===== src/rtl/dcnn_stream_loader_if.sv =====
// Handshake and buffer-write bundle between the host stream, the loader and the CNN RAMs.
interface dcnn_stream_loader_if #(
    parameter int BUS_W  = 16,
    parameter int PACK   = 1,
    parameter int ADDR_W = 10
);
    localparam int DATA_W = BUS_W * PACK;

    logic              load;
    logic [ADDR_W-1:0] base_addr;
    logic [ADDR_W:0]   count;
    logic [BUS_W-1:0]  in_data;
    logic              in_valid;
    logic              in_ready;
    logic              mem_we;
    logic [ADDR_W-1:0] mem_addr;
    logic [DATA_W-1:0] mem_wdata;
    logic              busy;
    logic              done;
    logic [ADDR_W:0]   words_written;

    modport master (
        output load, base_addr, count, in_data, in_valid,
        input  in_ready, mem_we, mem_addr, mem_wdata, busy, done, words_written
    );

    modport slave (
        input  load, base_addr, count, in_data, in_valid,
        output in_ready, mem_we, mem_addr, mem_wdata, busy, done, words_written
    );
endinterface


===== src/rtl/dcnn_stream_loader.sv =====
// Streams a burst of bus beats into a DCNN buffer, packing PACK beats per word
// and writing consecutive addresses from the latched base.
module dcnn_stream_loader #(
    parameter int BUS_W  = 16,
    parameter int PACK   = 1,
    parameter int ADDR_W = 10
) (
    input logic                  clk,
    input logic                  rst,
    dcnn_stream_loader_if.slave  bus
);
    localparam int DATA_W = BUS_W * PACK;
    localparam int IDX_W  = (PACK > 1) ? $clog2(PACK) : 1;
    localparam logic [IDX_W-1:0] LAST_BEAT = IDX_W'(PACK - 1);

    localparam logic [1:0] ST_IDLE = 2'd0;
    localparam logic [1:0] ST_RECV = 2'd1;
    localparam logic [1:0] ST_DONE = 2'd2;

    logic [1:0]        state_q;
    logic [IDX_W-1:0]  beat_idx_q;
    logic              in_ready_q;
    logic              mem_we_q;
    logic [ADDR_W-1:0] mem_addr_q;
    logic [DATA_W-1:0] mem_wdata_q;
    logic              busy_q;
    logic              done_q;
    logic [ADDR_W:0]   words_written_q;

    logic [ADDR_W-1:0] base_p0;
    logic [ADDR_W:0]   count_p0;
    logic [DATA_W-1:0] pack_p0;

    logic              accept;
    logic              last_word;
    logic [ADDR_W:0]   ww_inc;
    logic [DATA_W-1:0] word_nxt;

    function automatic logic [DATA_W-1:0] insert_lane(
        input logic [DATA_W-1:0] word,
        input logic [BUS_W-1:0]  beat,
        input logic [IDX_W-1:0]  idx
    );
        logic [DATA_W-1:0] w;
        w = word;
        for (int k = 0; k < PACK; k++) begin
            if (idx == IDX_W'(k)) w[k*BUS_W +: BUS_W] = beat;
        end
        return w;
    endfunction

    assign accept    = in_ready_q & bus.in_valid;
    assign ww_inc    = words_written_q + (ADDR_W+1)'(1);
    assign last_word = (ww_inc == count_p0);
    assign word_nxt  = insert_lane(pack_p0, bus.in_data, beat_idx_q);

    // Stage p0: burst parameters and the partially assembled word (no reset needed)
    always_ff @(posedge clk) begin
        if (state_q == ST_IDLE && bus.load) begin
            base_p0  <= bus.base_addr;
            count_p0 <= bus.count;
        end
        if (accept) pack_p0 <= word_nxt;
    end

    // Stage p1: control FSM and registered buffer-write outputs
    always_ff @(posedge clk or posedge rst) begin
        if (rst) begin
            state_q         <= ST_IDLE;
            beat_idx_q      <= '0;
            in_ready_q      <= 1'b0;
            mem_we_q        <= 1'b0;
            mem_addr_q      <= '0;
            mem_wdata_q     <= '0;
            busy_q          <= 1'b0;
            done_q          <= 1'b0;
            words_written_q <= '0;
        end else begin
            mem_we_q <= 1'b0;
            done_q   <= 1'b0;
            case (state_q)
                ST_IDLE: begin
                    if (bus.load) begin
                        busy_q          <= 1'b1;
                        words_written_q <= '0;
                        beat_idx_q      <= '0;
                        if (bus.count != '0) begin
                            state_q    <= ST_RECV;
                            in_ready_q <= 1'b1;
                        end else begin
                            state_q <= ST_DONE;
                            done_q  <= 1'b1;
                        end
                    end
                end
                ST_RECV: begin
                    if (accept) begin
                        if (beat_idx_q == LAST_BEAT) begin
                            mem_we_q        <= 1'b1;
                            mem_wdata_q     <= word_nxt;
                            mem_addr_q      <= base_p0 + words_written_q[ADDR_W-1:0];
                            words_written_q <= ww_inc;
                            beat_idx_q      <= '0;
                            if (last_word) begin
                                // Drop ready together with the final write so no extra beat is taken
                                state_q    <= ST_DONE;
                                in_ready_q <= 1'b0;
                                done_q     <= 1'b1;
                            end
                        end else begin
                            beat_idx_q <= beat_idx_q + IDX_W'(1);
                        end
                    end
                end
                ST_DONE: begin
                    state_q <= ST_IDLE;
                    busy_q  <= 1'b0;
                end
                default: begin
                    state_q    <= ST_IDLE;
                    in_ready_q <= 1'b0;
                    busy_q     <= 1'b0;
                end
            endcase
        end
    end

    assign bus.in_ready      = in_ready_q;
    assign bus.mem_we        = mem_we_q;
    assign bus.mem_addr      = mem_addr_q;
    assign bus.mem_wdata     = mem_wdata_q;
    assign bus.busy          = busy_q;
    assign bus.done          = done_q;
    assign bus.words_written = words_written_q;
endmodule


===== src/flat_wrapper.sv =====
// flat-port wrapper written by rule: the top's interface ports become plain ports
module dcnn_stream_loader_flat 
#(
    parameter int BUS_W  = 16,
    parameter int PACK   = 1,
    parameter int ADDR_W = 10
)
  (clk, rst, bus_load, bus_base_addr, bus_count, bus_in_data, bus_in_valid, bus_in_ready, bus_mem_we, bus_mem_addr, bus_mem_wdata, bus_busy, bus_done, bus_words_written);
  dcnn_stream_loader_if #(.BUS_W(BUS_W), .PACK(PACK), .ADDR_W(ADDR_W)) bus_i ();
  input logic clk;
  input logic rst;
  input wire logic [$bits(bus_i.load)-1:0] bus_load;
  input wire logic [$bits(bus_i.base_addr)-1:0] bus_base_addr;
  input wire logic [$bits(bus_i.count)-1:0] bus_count;
  input wire logic [$bits(bus_i.in_data)-1:0] bus_in_data;
  input wire logic [$bits(bus_i.in_valid)-1:0] bus_in_valid;
  output wire logic [$bits(bus_i.in_ready)-1:0] bus_in_ready;
  output wire logic [$bits(bus_i.mem_we)-1:0] bus_mem_we;
  output wire logic [$bits(bus_i.mem_addr)-1:0] bus_mem_addr;
  output wire logic [$bits(bus_i.mem_wdata)-1:0] bus_mem_wdata;
  output wire logic [$bits(bus_i.busy)-1:0] bus_busy;
  output wire logic [$bits(bus_i.done)-1:0] bus_done;
  output wire logic [$bits(bus_i.words_written)-1:0] bus_words_written;
  assign bus_i.load = bus_load;
  assign bus_i.base_addr = bus_base_addr;
  assign bus_i.count = bus_count;
  assign bus_i.in_data = bus_in_data;
  assign bus_i.in_valid = bus_in_valid;
  assign bus_in_ready = bus_i.in_ready;
  assign bus_mem_we = bus_i.mem_we;
  assign bus_mem_addr = bus_i.mem_addr;
  assign bus_mem_wdata = bus_i.mem_wdata;
  assign bus_busy = bus_i.busy;
  assign bus_done = bus_i.done;
  assign bus_words_written = bus_i.words_written;
  dcnn_stream_loader #(.BUS_W(BUS_W), .PACK(PACK), .ADDR_W(ADDR_W)) u_core (.clk(clk), .rst(rst), .bus(bus_i));
endmodule

===== config.mk =====
export PLATFORM = sky130hd
export DESIGN_NAME = dcnn_stream_loader_flat
export DESIGN_NICKNAME = d
export VERILOG_FILES = /design/src/rtl/dcnn_stream_loader_if.sv /design/src/rtl/dcnn_stream_loader.sv /design/src/flat_wrapper.sv
export SDC_FILE = /design/constraint.sdc
export NUM_CORES = 1
export LEC_CHECK = 0
export ABC_AREA = 1
export BUFFER_PORTS_ARGS = -buffer_cell sky130_fd_sc_hd__buf_2
export CORE_MARGIN = 2
export CORE_UTILIZATION = 30
export CTS_BUF_LIST = sky130_fd_sc_hd__clkbuf_4 sky130_fd_sc_hd__clkbuf_8
export DETAILED_ROUTE_END_ITERATION = 10
export MAX_ROUTING_LAYER = met4
export PLACE_DENSITY_LB_ADDON = 0.12
export SYNTH_ARGS = -nofsm -noshare
export SYNTH_HDL_FRONTEND = slang
export SYNTH_SLANG_ARGS = --single-unit

===== constraint.sdc =====
create_clock -name clk -period 3.3 [get_ports clk]
set_input_delay 0 -clock clk [delete_from_list [all_inputs] [get_ports clk]]
set_output_delay 0 -clock clk [all_outputs]
set_load 0.05 [all_outputs]

# Word level (Yosys, flattened, before mapping)
# Cells that the tools add are included.
# W data, S select, Z words.
[word_totals]
reg_bits = 81
input_bits = 41
elab_cells = 69
[op_classes]
n_addsub = 3
n_eq_ne = 8
mux = 32
bitwise = 4
n_reduce_logical = 10
[ops]
columns = ["operator", "n"]
rows = [
  ["$mux W11", 3],
  ["$pmux W11 S2", 1],
  ["$mux W1", 17],
  ["$mux W16", 1],
  ["$add A11 B1 Y11 const B", 1],
  ["$eq A11 B11 Y1", 1],
  ["$reduce_bool A11 Y1", 1],
  ["$add A10 B10 Y10", 1],
  ["$mux W2", 5],
  ["$reduce_and A4 Y1", 2],
  ["$ne A2 B2 Y1 const B", 3],
  ["$pmux W1 S2", 3],
  ["$reduce_and A3 Y1", 2],
  ["$reduce_and A6 Y1", 1],
  ["$ne A2 B1 Y1 const B", 2],
  ["$pmux W2 S2", 1],
  ["$not A1 Y1", 3],
  ["$pmux W1 S3", 1],
  ["$eq A2 B1 Y1 const B", 1],
  ["$eq A2 B2 Y1 const B", 1],
  ["$logic_not A2 Y1", 1],
  ["$reduce_and A2 Y1", 1],
  ["$reduce_bool A2 Y1", 1],
  ["$add A1 B1 Y1 const B", 1],
  ["2 further kinds", 2],
]

# Longest topological paths before layout
# Gate-level depths: netlist of run 1.
[logic_depth]
word_depth = 6
depth_mapped = 15
mapped_depth_nobuf = 15

# Worst setup path before layout of run 1
# OpenSTA, ideal clock, no wires.
[synth_timing]
path_type = "reg2reg"
startpoint = "register u_core.state_q[0]"
endpoint = "register u_core.words_written_q[3] (netlist: u_core.bus.words_written[3])"
arrival_ns = 2.143
slack_ns = 1.029
stages_incl_launch_ff = 9
n_path_buf = 0
synth_period_minus_slack_ns = 2.271
path_cell_list = "dfrtp_1 inv_1 nor2_1 inv_1 nand2_1 nor2_1 inv_1 nand2_1 o21ai_0"
[synth_via]
elab_chain_len = 3
elab_cells_between_ends = 8
classes_between = "4 x eq/ne; 1 x mux; 3 x reduce/logical"
[synth_lines]
columns = ["item", "line", "source"]
rows = [
  ["start, declared", "dcnn_stream_loader.sv:20", "logic [1:0] state_q;"],
  ["start signal, assigned", "dcnn_stream_loader.sv:69", "state_q <= ST_IDLE;"],
  ["start signal, assigned", "dcnn_stream_loader.sv:88", "state_q <= ST_RECV;"],
  ["start signal, assigned", "dcnn_stream_loader.sv:91", "state_q <= ST_DONE;"],
  ["$eq A2 B1 Y1 / $logic_not A2 Y1 (equally long branches)", "dcnn_stream_loader.sv:81", "case (state_q)"],
  ["$ne A2 B2 Y1 (no source line) (tied with other cells)", "-", ""],
  ["$reduce_and A4 Y1 (no source line)", "-", ""],
  ["end signal, assigned", "dcnn_stream_loader.sv:102", "words_written_q <= ww_inc;"],
  ["end, declared", "dcnn_stream_loader.sv:28", "logic [ADDR_W:0] words_written_q;"],
]
# Parallel ways exist; a longest one is shown, timed or not.
# A chain may end at the register's enable or synchronous reset.

# Worst setup path in the final report of run 1
[layout_timing]
startpoint = "register u_core.words_written_q[0] (netlist: u_core.bus.words_written[0])"
endpoint = "register u_core.mem_addr_q[8] (netlist: u_core.bus.mem_addr[8])"
[layout_via]
elab_chain_len = 1
[layout_lines]
columns = ["item", "line", "source"]
rows = [
  ["$add A10 B10 Y10", "dcnn_stream_loader.sv:101", "mem_addr_q <= base_p0 + words_written_q[ADDR_W-1:0];"],
  ["end signal, assigned", "dcnn_stream_loader.sv:101", ""],
  ["end, declared", "dcnn_stream_loader.sv:24", "logic [ADDR_W-1:0] mem_addr_q;"],
]
# Every way passes these cells.

==> impl_results.md, run 1 <==
* Num Clock Sinks at 64
* Worst hold path type: primary input to flip-flop
* Peak VDD IR at 0.0003090 V
* Residual DRC count at 0
* Tcrit/Tclk final at 0.6249
* 1st-iter DRT viols at 148
* Critical path's largest stage delay at 0.47 ns
* Total negative slack at 0 ns
* WL per Instance at 12.62 µm
* Lkg Pwr at 2.155 nW
* N_diodes at 0
* Postcts setup bufs at 0
* Global route overflow at 0
* Setup violators final at 0
* Global-route wire length before repair at 13.48 mm
* Area added between synthesis and finish at 37.04%
* Via density at 4.403
* CP Class: flip-flop to flip-flop
* Register area share after synthesis at 0.5381
* Crit-path cells: ha_1 -> inv_1 -> fa_1 -> inv_1 -> a31oi_1 -> o211ai_1 -> xnor2_1 -> o21ai_0
* Cts bufs inserted at 9
* Crit-path max FO at 6
* DIE AREA at 0.01141 mm²
* Initial Utilization at 0.3086
* GP Congestion at 0.8592
* Nature of the critical path endpoint: flip-flop
* CTS tree: yes
* DP HPWL at 5.673 mm
* CP startpoint kind: flip-flop
* Register Area at 0.001707 mm²
* Maxcap violations at 0
* Slowest-stage cell, CP: dfrtp_1
* Root Buffer Master: clkbuf_8
* Largest net degree at the start of global routing at 44
* Routed vias at 2800
* Die X at 106.8 µm
* IO buf count at 81
* Antenna viol nets, final at 0
* Antenna violations before repair at 0
* Post-synthesis cell count at 369
* Synth Cell Area at 0.003172 mm²
* Worst hold slack at 0.07101 ns
* Top-Level Pins at 82
* Max H-tree Level at 3
* Flops & latches, synth at 64
* Fmax at 484.9 MHz
* Core box area at 0.01028 mm²
* Share of layout cells above drive strength 1 at 0.2380
* Total global-route track usage at 0.1562
* Die Ht at 106.8 µm
* Fin worst setup slack at 1.238 ns
* Combined area of the multi-input logic cells at 0.001308 mm²
* Hold depth at 6
* # rows at 37
* Slew Limit Fails at 0
* Clock latency on the worst-skew pair at 0.34 ns
* FILL cells at 1067
* Worst-Margin Slew at 0.9442 ns
* Reg clk slew, reported paths at 0.08 ns
* Final hold vios at 0
* Syn Area/Cell at 8.596 µm²
* Pre-CTS WS at 1.212 ns
* Outcome: complete, no violations
* Final nets at 547
* Post-synth net total at 421
* Vias in the first global route at 2894
* Max Root-Sink Buffers at 2
* Fin Clk Skew at 0.01303 ns
* CP arrival at 2.27 ns
* RSZ-0062 raised after global routing: no
* Worst Reg-to-Reg Cells at 8
* Total Wirelength at 8.028 mm
* Synth cell types at 32
* Crit path time final at 2.062 ns
* Power per cell area at 826.2 mW/mm²
* Worst rel slew slack at 0.3696
* Synthesis Warnings at 0
* Drt pass-1 iters at 4
* Worst endpoint required time at 3.51 ns
* CP most frequent cell: inv_1
[kinds of logic after synthesis]
kind of cell / count (synthesis) / share of synthesized area
xor gates and xnor gates: 8 / 0.02209
adders and majority gates: 11 / 0.04576
DFF: 64 / 0.5381
buffers and inverters: 42 / 0.05049
AOI/OAI and AO/OA: 37 / 0.06667
and+or+nand+nor: 207 / 0.2769
[flip-flops by register name (all words and copies together), names as in the netlist]
signal and flops:
u_core.bus.mem_we 1, u_core.bus.done 1, u_core.bus.mem_wdata 16, u_core.bus.in_ready 1, u_core.bus.busy 1, u_core.state_q 2, u_core.bus.words_written 11, u_core.bus.mem_addr 10
u_core.count_p0 11, u_core.base_p0 10
[power breakdown]
| part | switching [mW] | leakage (nW) | total (mW) | internal [mW] |
|---|---|---|---|---|
| Combinational | 1.15 | 1.29 | 1.55 | 0.396 |
| Clock | 0.336 | 0.118 | 0.786 | 0.451 |
| Sequential | 0.133 | 0.751 | 1.25 | 1.12 |
[layout make-up]
cell class | count | share of cell area
Clock buffer | 10 | 0.03166
Clock inverter | 6 | 0.02044
Inverter | 36 | 0.03109
Multi-Input combinational cell | 263 | 0.3008
Sequential cell | 64 | 0.3926
Tap cell | 136 | 0.03915
Timing Repair Buffer | 121 | 0.1842
[synth_stat cells (all sizes together)]
| cell | count | area, µm² |
|---|---|---|
| a21o | 1 | 7.510 |
| a21oi | 6 | 30.03 |
| a31oi | 4 | 25.02 |
| buf | 2 | 10.01 |
| clkbuf | 4 | 15.01 |
| dfrtp | 43 | 1076 |
| edfxtp | 21 | 630.6 |
| fa | 1 | 20.02 |
| ha | 10 | 125.1 |
| inv | 36 | 135.1 |
| nand2 | 137 | 526.8 |
| nand3 | 30 | 155.1 |
| nand3b | 2 | 15.01 |
| nand4 | 1 | 6.260 |
| nor2 | 30 | 127.6 |
| nor3 | 1 | 10.01 |
| nor4 | 2 | 12.51 |
| o2111ai | 1 | 8.760 |
| o211ai | 1 | 7.510 |
| o21ai | 19 | 98.85 |
| o21bai | 2 | 15.01 |
| o22ai | 3 | 18.77 |
| or2 | 4 | 25.02 |
| xnor2 | 3 | 26.28 |
| xor2 | 5 | 43.79 |
[worst max-delay path, delay by kind of cell, from the launching register on]
family	cells	cell delay [ns]
buffers and inverters	2	0.15
flip-flops	1	0.47
AO/OA/AOI/OAI	3	0.49
adder cells (fa/ha/maj)	2	0.70
XOR/XNOR	1	0.14
[per-stage QoR]
step	util	area, µm²	instances	total power, mW
after floorplan	-	3172	369	2.408
after global placement	0.3639	3740	582	2.799
after detailed placement	0.3639	3740	582	2.810
after CTS	0.4229	4347	636	3.647
after global routing	0.4229	4347	636	3.851
final	0.4229	4347	636	3.591
[layout by cell type (no fill, tap or decap), types with 4 or more instances in the layout]
master and n:
inv_1 33, nand2_1 132, edfxtp_1 21, nor2_2 4, ha_1 10, xor2_1 5
dfrtp_1 43, dlygate4sd3_1 38, a31oi_1 4, or2_2 4, nor2_1 25, buf_2 81
clkbuf_8 10, a21oi_1 6, nand2_2 5, o21ai_0 16, nand3_1 29
[worst paths after layout]
kind / endpoint / startpoint / slack, ns
worst max-delay path: u_core.bus.mem_addr[8] / u_core.bus.words_written[0] / 1.24
max in group asynchronous: u_core.bus.mem_wdata[11] / rst / 2.28
worst min-delay path: u_core.bus.busy / bus_load / 0.07
min in group asynchronous: u_core.bus.words_written[5] / rst / 0.43
worst min register to register: u_core.bus.mem_wdata[11] / u_core.bus.mem_wdata[11] / 0.47
worst max register to register: u_core.bus.mem_addr[8] / u_core.bus.words_written[0] / 1.24
[repair_timing]
item,4_1_cts,5_1_grt
gates resized for setup,0,0
hold buffers,38,0
endpoints found under the hold margin,81,0
[routing by layer]
metal  routed length (µm)  GRT usage  part of all wire  vias up
met5                    0          -                 0        -
met2                 4025     0.2607              0.50       56
met1                 3586     0.1828              0.45     1280
met4                  132    0.06215             0.016        0
li1                     -          -                 -     1450
met3                  284    0.03647             0.035       14
Power figures use the tool's default switching activity.
==> run 2, diff against run 1 <==
clock period = 1.8 ns   (was 3.3 ns; I/O delays follow)
==> run 2 against run 1 <==
Compared with the run above:
- the run now ends with negative setup slack left
- clock skew fell by 0.0031 ns
- sequential cell count did not move
- hold slack improved by 0.0042 ns
- count of clock-buffer cells in the layout rose by 3
- combinational power rose by 100%
- cell area rose by 9.4%
- setup slack got worse by 1.3 ns
- power rose by 92%
- sequential share of layout area fell by 3.1 points
- critical path depth rose by 6
- critical path type unchanged
- critical endpoint is now u_core.bus.in_ready
==> impl_results.md, run 2 (synthesized netlist as in run 1, its figures left out) <==
* Power per cell area at 1451 mW/mm² (+76%)
* Post-Layout Cell Count at 667 (+4.9%)
* CP arrival at 2.10 ns (-0.17 ns)
* Failing checks: negative setup slack
* Total Wirelength at 8.498 mm (+5.9%)
* Worst-Margin Slew at 0.4958 ns (-0.4484 ns)
* Reg clk slew, reported paths at 0.07 ns (about the same)
* Cts bufs inserted at 9 (unchanged)
* Final hold vios at 0 (unchanged)
* Maxcap violations at 0 (unchanged)
* 1st-iter DRT viols at 164 (+11%)
* Nature of the critical path endpoint: flip-flop
* Total global-route track usage at 0.1601 (+0.003905)
* Core box area at 0.01028 mm² (unchanged)
* Largest net degree at the start of global routing at 31 (-30%)
* DP HPWL at 6.178 mm (+8.9%)
* Fmax at 536.1 MHz (+11%)
* Initial Utilization at 0.3086 (unchanged)
* Via density at 4.361 (-0.94%)
* Commonest non-fill, non-tap cell in the layout: nand2_1
* Largest register FFs at 16 (unchanged)
* Total Power at 6.898 mW (+92%)
* Worst rel slew slack at 0.6690 (+0.2993)
* Commonest cells after routing, fill and taps aside: 126 x nand2_1, 81 x buf_2, 38 x dlygate4sd3_1, 34 x dfrtp_1, 31 x buf_4
* Clock latency on the worst-skew pair at 0.35 ns (about the same)
* Routed vias at 2909 (+3.9%)
* GP Congestion at 0.8013 (-6.7%)
* N_diodes at 0 (unchanged)
* Antenna violations before repair at 0 (unchanged)
* Outcome: complete, but fails checks
* DP Area at 0.003991 mm² (+6.7%)
* Global route overflow at 0 (unchanged)
* Slew Limit Fails at 0 (unchanged)
* Vias in the first global route at 2753 (-4.9%)
* Worst hold slack at 0.07516 ns (+0.004153 ns)
* Final instance area at 0.004753 mm² (+9.4%)
* Crit path time final at 1.865 ns (-0.1968 ns)
* RSZ-0062 raised after global routing: yes
* # rows at 37 (unchanged)
* CP startpoint kind: flip-flop
* CP Class: flip-flop to flip-flop
* Max H-tree Level at 3 (unchanged)
* Residual DRC count at 0 (unchanged)
* Placed Cells at 606 (+4.1%)
* Peak VDD IR at 0.0006682 V (+120%)
* Tcrit/Tclk final at 1.036 (+0.4114)
* Die Ht at 106.8 µm (unchanged)
* Num Clock Sinks at 64 (unchanged)
* Die X at 106.8 µm (unchanged)
* Fin Clk Skew at 0.009955 ns (-0.003075 ns)
* Antenna viol nets, final at 0 (unchanged)
* Area added between synthesis and finish at 49.86%
* Top-Level Pins at 82 (unchanged)
* Lkg Pwr at 2.324 nW (+7.8%)
* Crit-path max FO at 4 (-2)
* Fin worst setup slack at -0.06535 ns (-1.303 ns)
* CTS tree: yes
* Worst hold path type: primary input to flip-flop
* Global-route wire length before repair at 13.50 mm (+0.16%)
* Share of layout cells above drive strength 1 at 0.3540 (+0.1160)
* Setup violators final at 4 (+4)
* Max Root-Sink Buffers at 2 (unchanged)
* Worst endpoint required time at 2.03 ns (-1.48 ns)
* DIE AREA at 0.01141 mm² (unchanged)
* Root Buffer Master: clkbuf_8
* Drt pass-1 iters at 4 (unchanged)
* IO buf count at 81 (unchanged)
* WL per Instance at 12.74 µm (+0.93%)
* Finished Core Util at 0.4625 (+0.03957)
* Final nets at 578 (+5.7%)
## run 2: cell types whose count changed in the layout (fill, tap and decap cells not counted), moves of 4 or more
cell     delta
o21ai_0     -5
inv_2       +4
dfrtp_2     +8
nand2_1     -6
nor2_1      -5
o21ai_1     +4
dfrtp_1     -9
ha_1        -5
inv_1       -4
nand2_2     +5
buf_4      +29
## run 2: final timing paths
path / depth (start not counted) / from / slack, ns / to
hold / removal: 6 / bus_load / 0.08 / u_core.bus.busy
hold reg to reg: 2 / u_core.bus.mem_wdata[8] / 0.47 / u_core.bus.mem_wdata[8]
setup / recovery: 14 / u_core.bus.words_written[0] / -0.07 / u_core.bus.in_ready
min in group asynchronous: 3 / rst / 0.23 / u_core.bus.mem_wdata[11]
max in group asynchronous: 4 / rst / 1.06 / u_core.bus.words_written[0]
setup reg to reg: 14 / u_core.bus.words_written[0] / -0.07 / u_core.bus.in_ready
## run 2: routing by layer
| layer | wire [µm] | GRT usage | up-vias |
|---|---|---|---|
| met5 | 0 | - | - |
| met4 | 110 | 0.05288 | 0 |
| met3 | 298 | 0.04255 | 9 |
| met2 | 4178 | 0.2584 | 51 |
| met1 | 3910 | 0.1961 | 1339 |
| li1 | - | - | 1510 |
## run 2: what timing repair did
action | in CTS | in global routing
hold endpoints to repair | 59 | 0
setup buffers | 0 | 7
setup endpoints to repair | 5 | 11
hold buffers | 38 | 0
pin swaps | 0 | 18
gates cloned | 0 | 0
resized for setup | 4 | 30
## run 2: metrics by stage
step           setup WS (ns)  TNS [ns]
2_1_floorplan       -0.01728  -0.01728
3_3_place_gp        -0.02465  -0.04235
5_1_grt              -0.1743   -0.7390
6_report            -0.06535   -0.1309
4_1_cts             -0.05005  -0.06982
3_5_place_dp        -0.05164  -0.06630
## run 2: report_power, final
part           total [mW]  internal, mW  leakage [nW]  switching (mW)
sequential           2.33          2.07         0.736           0.265
clock                1.41         0.863         0.118           0.544
combinational        3.16         0.949          1.47            2.21
## run 2: worst max-delay path: stages (launching register included)
cell     delay [ns]
dfrtp_4        0.44
ha_4           0.15
nand2_4        0.08
nor2_4         0.15
nand2_2        0.09
o21ai_2        0.16
nand2_1        0.09
nand2_1        0.09
nand2_2        0.06
nor2_2         0.08
nand2_1        0.07
nand2_2        0.10
nand3_2        0.06
nand2_1        0.07
nand2_1        0.05
## run 2: layout make-up
type / count / area [µm²]
Clock inverter: 3 / 65.06
Clock buffer: 13 / 160.2
Timing Repair Buffer: 152 / 1050
Multi-Input combinational cell: 263 / 1453
Tap cell: 136 / 170.2
Fill cell: 1054 / 5524
Sequential cell: 64 / 1720
Inverter: 36 / 135.1
==> run 3, diff against run 2 <==
CORE_UTILIZATION = 45   (was 30)
TNS_END_PERCENT = 20   (was unset)
==> run 3 against run 2 <==
Compared with the run above:
- the flow still finishes with violations (negative setup slack)
- cell area is 3.4% lower
- via count is 0.34% higher
- count of clock-buffer cells in the layout is 3 lower
- cell count is 7.6% lower
- critical endpoint is now u_core.state_q[0]
- largest cell class unchanged
==> impl_results.md, run 3 (synthesized netlist as in run 1, its figures left out) <==
* Clock latency on the worst-skew pair at 0.34 ns (about the same)
* Crit-path max FO at 6 (+2)
* Drt pass-1 iters at 4 (unchanged)
* Vias in the first global route at 2664 (-3.2%)
* 1st-iter DRT viols at 153 (-6.7%)
* GP Congestion at 0.8927 (+11%)
* Die Ht at 87.96 µm (-18%)
* Routed vias at 2919 (+0.34%)
* Met2 Use GR at 0.3547 (+0.09627)
* R2R Path Start: u_core.bus.words_written[0]
* Root Buffer Master: clkbuf_8
* Nature of the critical path endpoint: flip-flop
* Die X at 87.96 µm (-18%)
* Max H-tree Level at 3 (unchanged)
* Setup violators final at 5 (+1)
* Worst-Margin Slew at 0.6768 ns (+0.1809 ns)
* Outcome: complete, but fails checks
* Final hold vios at 0 (unchanged)
* Tcrit/Tclk final at 1.047 (+0.01045)
* Fin worst setup slack at -0.08415 ns (-0.01880 ns)
* M3 GR Usage at 0.03205 (-0.01051)
* Global route overflow at 0 (unchanged)
* WL per Instance at 12.25 µm (-3.8%)
* Maxcap violations at 0 (unchanged)
* Pre-CTS WS at -0.05650 ns (-0.004858 ns)
* Max Root-Sink Buffers at 2 (unchanged)
* Residual DRC count at 0 (unchanged)
* Total global-route track usage at 0.2101 (+0.04993)
* Largest net degree at the start of global routing at 30 (-3.2%)
* CP Class: flip-flop to flip-flop
* Failing checks: negative setup slack
* Fmax at 530.7 MHz (-1.0%)
* Worst hold slack at 0.1120 ns (+0.03686 ns)
* Crit path time final at 1.884 ns (+0.01880 ns)
* IO buf count at 81 (unchanged)
* Area added between synthesis and finish at 44.81%
* Cts bufs inserted at 9 (unchanged)
* Fin Clk Skew at 0.008365 ns (-0.001589 ns)
* DP HPWL at 5.276 mm (-15%)
* Sequential power share at 0.343 (+0.005)
* Total Power at 6.744 mW (-2.2%)
* Crit-path cells: ha_4 -> nand2_4 -> nor2_4 -> nand2_2 -> o21ai_2 -> nand2_1 -> nand2_1 -> nand2_2 -> nor2_2 -> nand2_1 -> nand2_2 -> nand2_2 -> nand2_2 -> nand2_1
* Worst rel slew slack at 0.5460 (-0.1229)
* Slew Limit Fails at 0 (unchanged)
* CTS tree: yes
* Top-Level Pins at 82 (unchanged)
* CP most frequent cell: nand2_2
* Buf/Inv on CP at 0 (unchanged)
* N_diodes at 0 (unchanged)
* Commonest non-fill, non-tap cell in the layout: nand2_1
* Finished Core Util at 0.6761 (+0.2136)
* Lkg Pwr at 2.263 nW (-2.6%)
* Critical path's largest stage delay at 0.46 ns (+0.02 ns)
* Num Clock Sinks at 64 (unchanged)
* Clk network pwr share at 0.202 (-0.002)
* Worst hold path type: primary input to flip-flop
* Slowest-stage cell, CP: dfrtp_4
* Total Wirelength at 7.549 mm (-11%)
* Core box area at 0.006794 mm² (-34%)
* # rows at 30 (-19%)
* Sw Ratio at 0.4427 (+0.004756)
* Peak VDD IR at 0.0007741 V (+16%)
* Via density at 4.739 (+8.7%)
* Antenna viol nets, final at 0 (unchanged)
* Critical Path Start: u_core.bus.words_written[0]
* Crit path max-delay family: simple AND/OR/NAND/NOR gates
* Comb pwr share at 0.455 (-0.003)
* Commonest cells after routing, fill and taps aside: 125 x nand2_1, 81 x buf_2, 38 x dlygate4sd3_1, 35 x dfrtp_1, 32 x inv_1
* CP startpoint kind: flip-flop
* Final nets at 567 (-1.9%)
* Power per cell area at 1468 mW/mm² (+1.2%)
* Internal at 3.758 mW (-3.1%)
* Sw Pwr at 2.986 mW (-1.2%)
* Reg clk slew, reported paths at 0.07 ns (about the same)
* RSZ-0062 raised after global routing: yes
* Largest register FFs at 16 (unchanged)
* Share of layout cells above drive strength 1 at 0.3269 (-0.02713)
* Global-route wire length before repair at 12.06 mm (-11%)
* DIE AREA at 0.007736 mm² (-32%)
* Worst endpoint required time at 2.02 ns (about the same)
* Met1 usage at 0.2523 (+0.05616)
* Initial Utilization at 0.4669 (+0.1582)
* CP arrival at 2.10 ns (about the same)
* Antenna violations before repair at 0 (unchanged)
* Gr busiest metal: met2
* Hold path startpoint: bus_load
==> run 3: cell types whose count changed in the layout (fill, tap and decap cells not counted), sizes merged <==
cell	previous run	this run
inv	36	35
buf	114	103
clkinvlp	0	1
clkinv	1	4
clkbuf	13	10
==> run 3: worst reg2reg max path, stage by stage, from the launching register on <==
cell and delay, ns:
dfrtp_4 0.46, ha_4 0.16, nand2_4 0.07, nor2_4 0.14, nand2_2 0.09, o21ai_2 0.18
nand2_1 0.10, nand2_1 0.08, nand2_2 0.07, nor2_2 0.11, nand2_1 0.07, nand2_2 0.08
nand2_2 0.07, nand2_2 0.05, nand2_1 0.05
==> run 3: worst paths after layout <==
kind                                           endpoint  cells after the start  slack, ns
worst min register to register  u_core.bus.mem_wdata[9]                      2       0.47
min in group asynchronous             u_core.state_q[1]                      3       0.22
worst min-delay path                    u_core.bus.busy                      6       0.11
worst max-delay path                  u_core.state_q[0]                     14      -0.08
worst max register to register        u_core.state_q[0]                     14      -0.08
max in group asynchronous        u_core.bus.mem_addr[4]                      4       1.07
==> run 3: final cells by class <==
type                            count  area [µm²]
Clock buffer                       10       137.6
Clock inverter                      6       82.58
Fill cell                         552        2201
Inverter                           36       135.1
Multi-Input combinational cell    263        1435
Sequential cell                    64        1719
Tap cell                           96       120.1
Timing Repair Buffer              141       963.4
==> run 3: per-stage QoR <==
stage | TNS [ns] | cells | cell area [µm²]
2_1_floorplan | -0.1871 | 369 | 3214
3_3_place_gp | -0.002954 | 557 | 3855
3_5_place_dp | -0.1944 | 557 | 3855
4_1_cts | -0.09875 | 613 | 4516
5_1_grt | -1.129 | 616 | 4593
6_report | -0.2724 | 616 | 4593
==> run 3: layer usage <==
layer | vias to the layer above | wire [µm]
li1 | 1492 | -
met1 | 1333 | 3250
met2 | 83 | 3859
met3 | 11 | 346
met4 | 0 | 93
met5 | - | 0
==> run 3: power groups by stage <==
stage / combinational, mW / sequential, mW / clock (mW)
floorplan: 1.07 / 3.39 / 0
CTS: 3.01 / 2.31 / 1.41
finish: 3.07 / 2.31 / 1.36
detailed placement: 2.91 / 2.34 / 0
global placement: 2.87 / 2.33 / 0
global route: 3.36 / 2.37 / 1.45
==> run 3: what timing repair did <==
item,CTS,global route
hold buffers,38,0
setup endpoints to repair,7,9
endpoints found under the hold margin,54,0
resized for setup,10,20
setup buffers,2,3
pin swaps,6,13
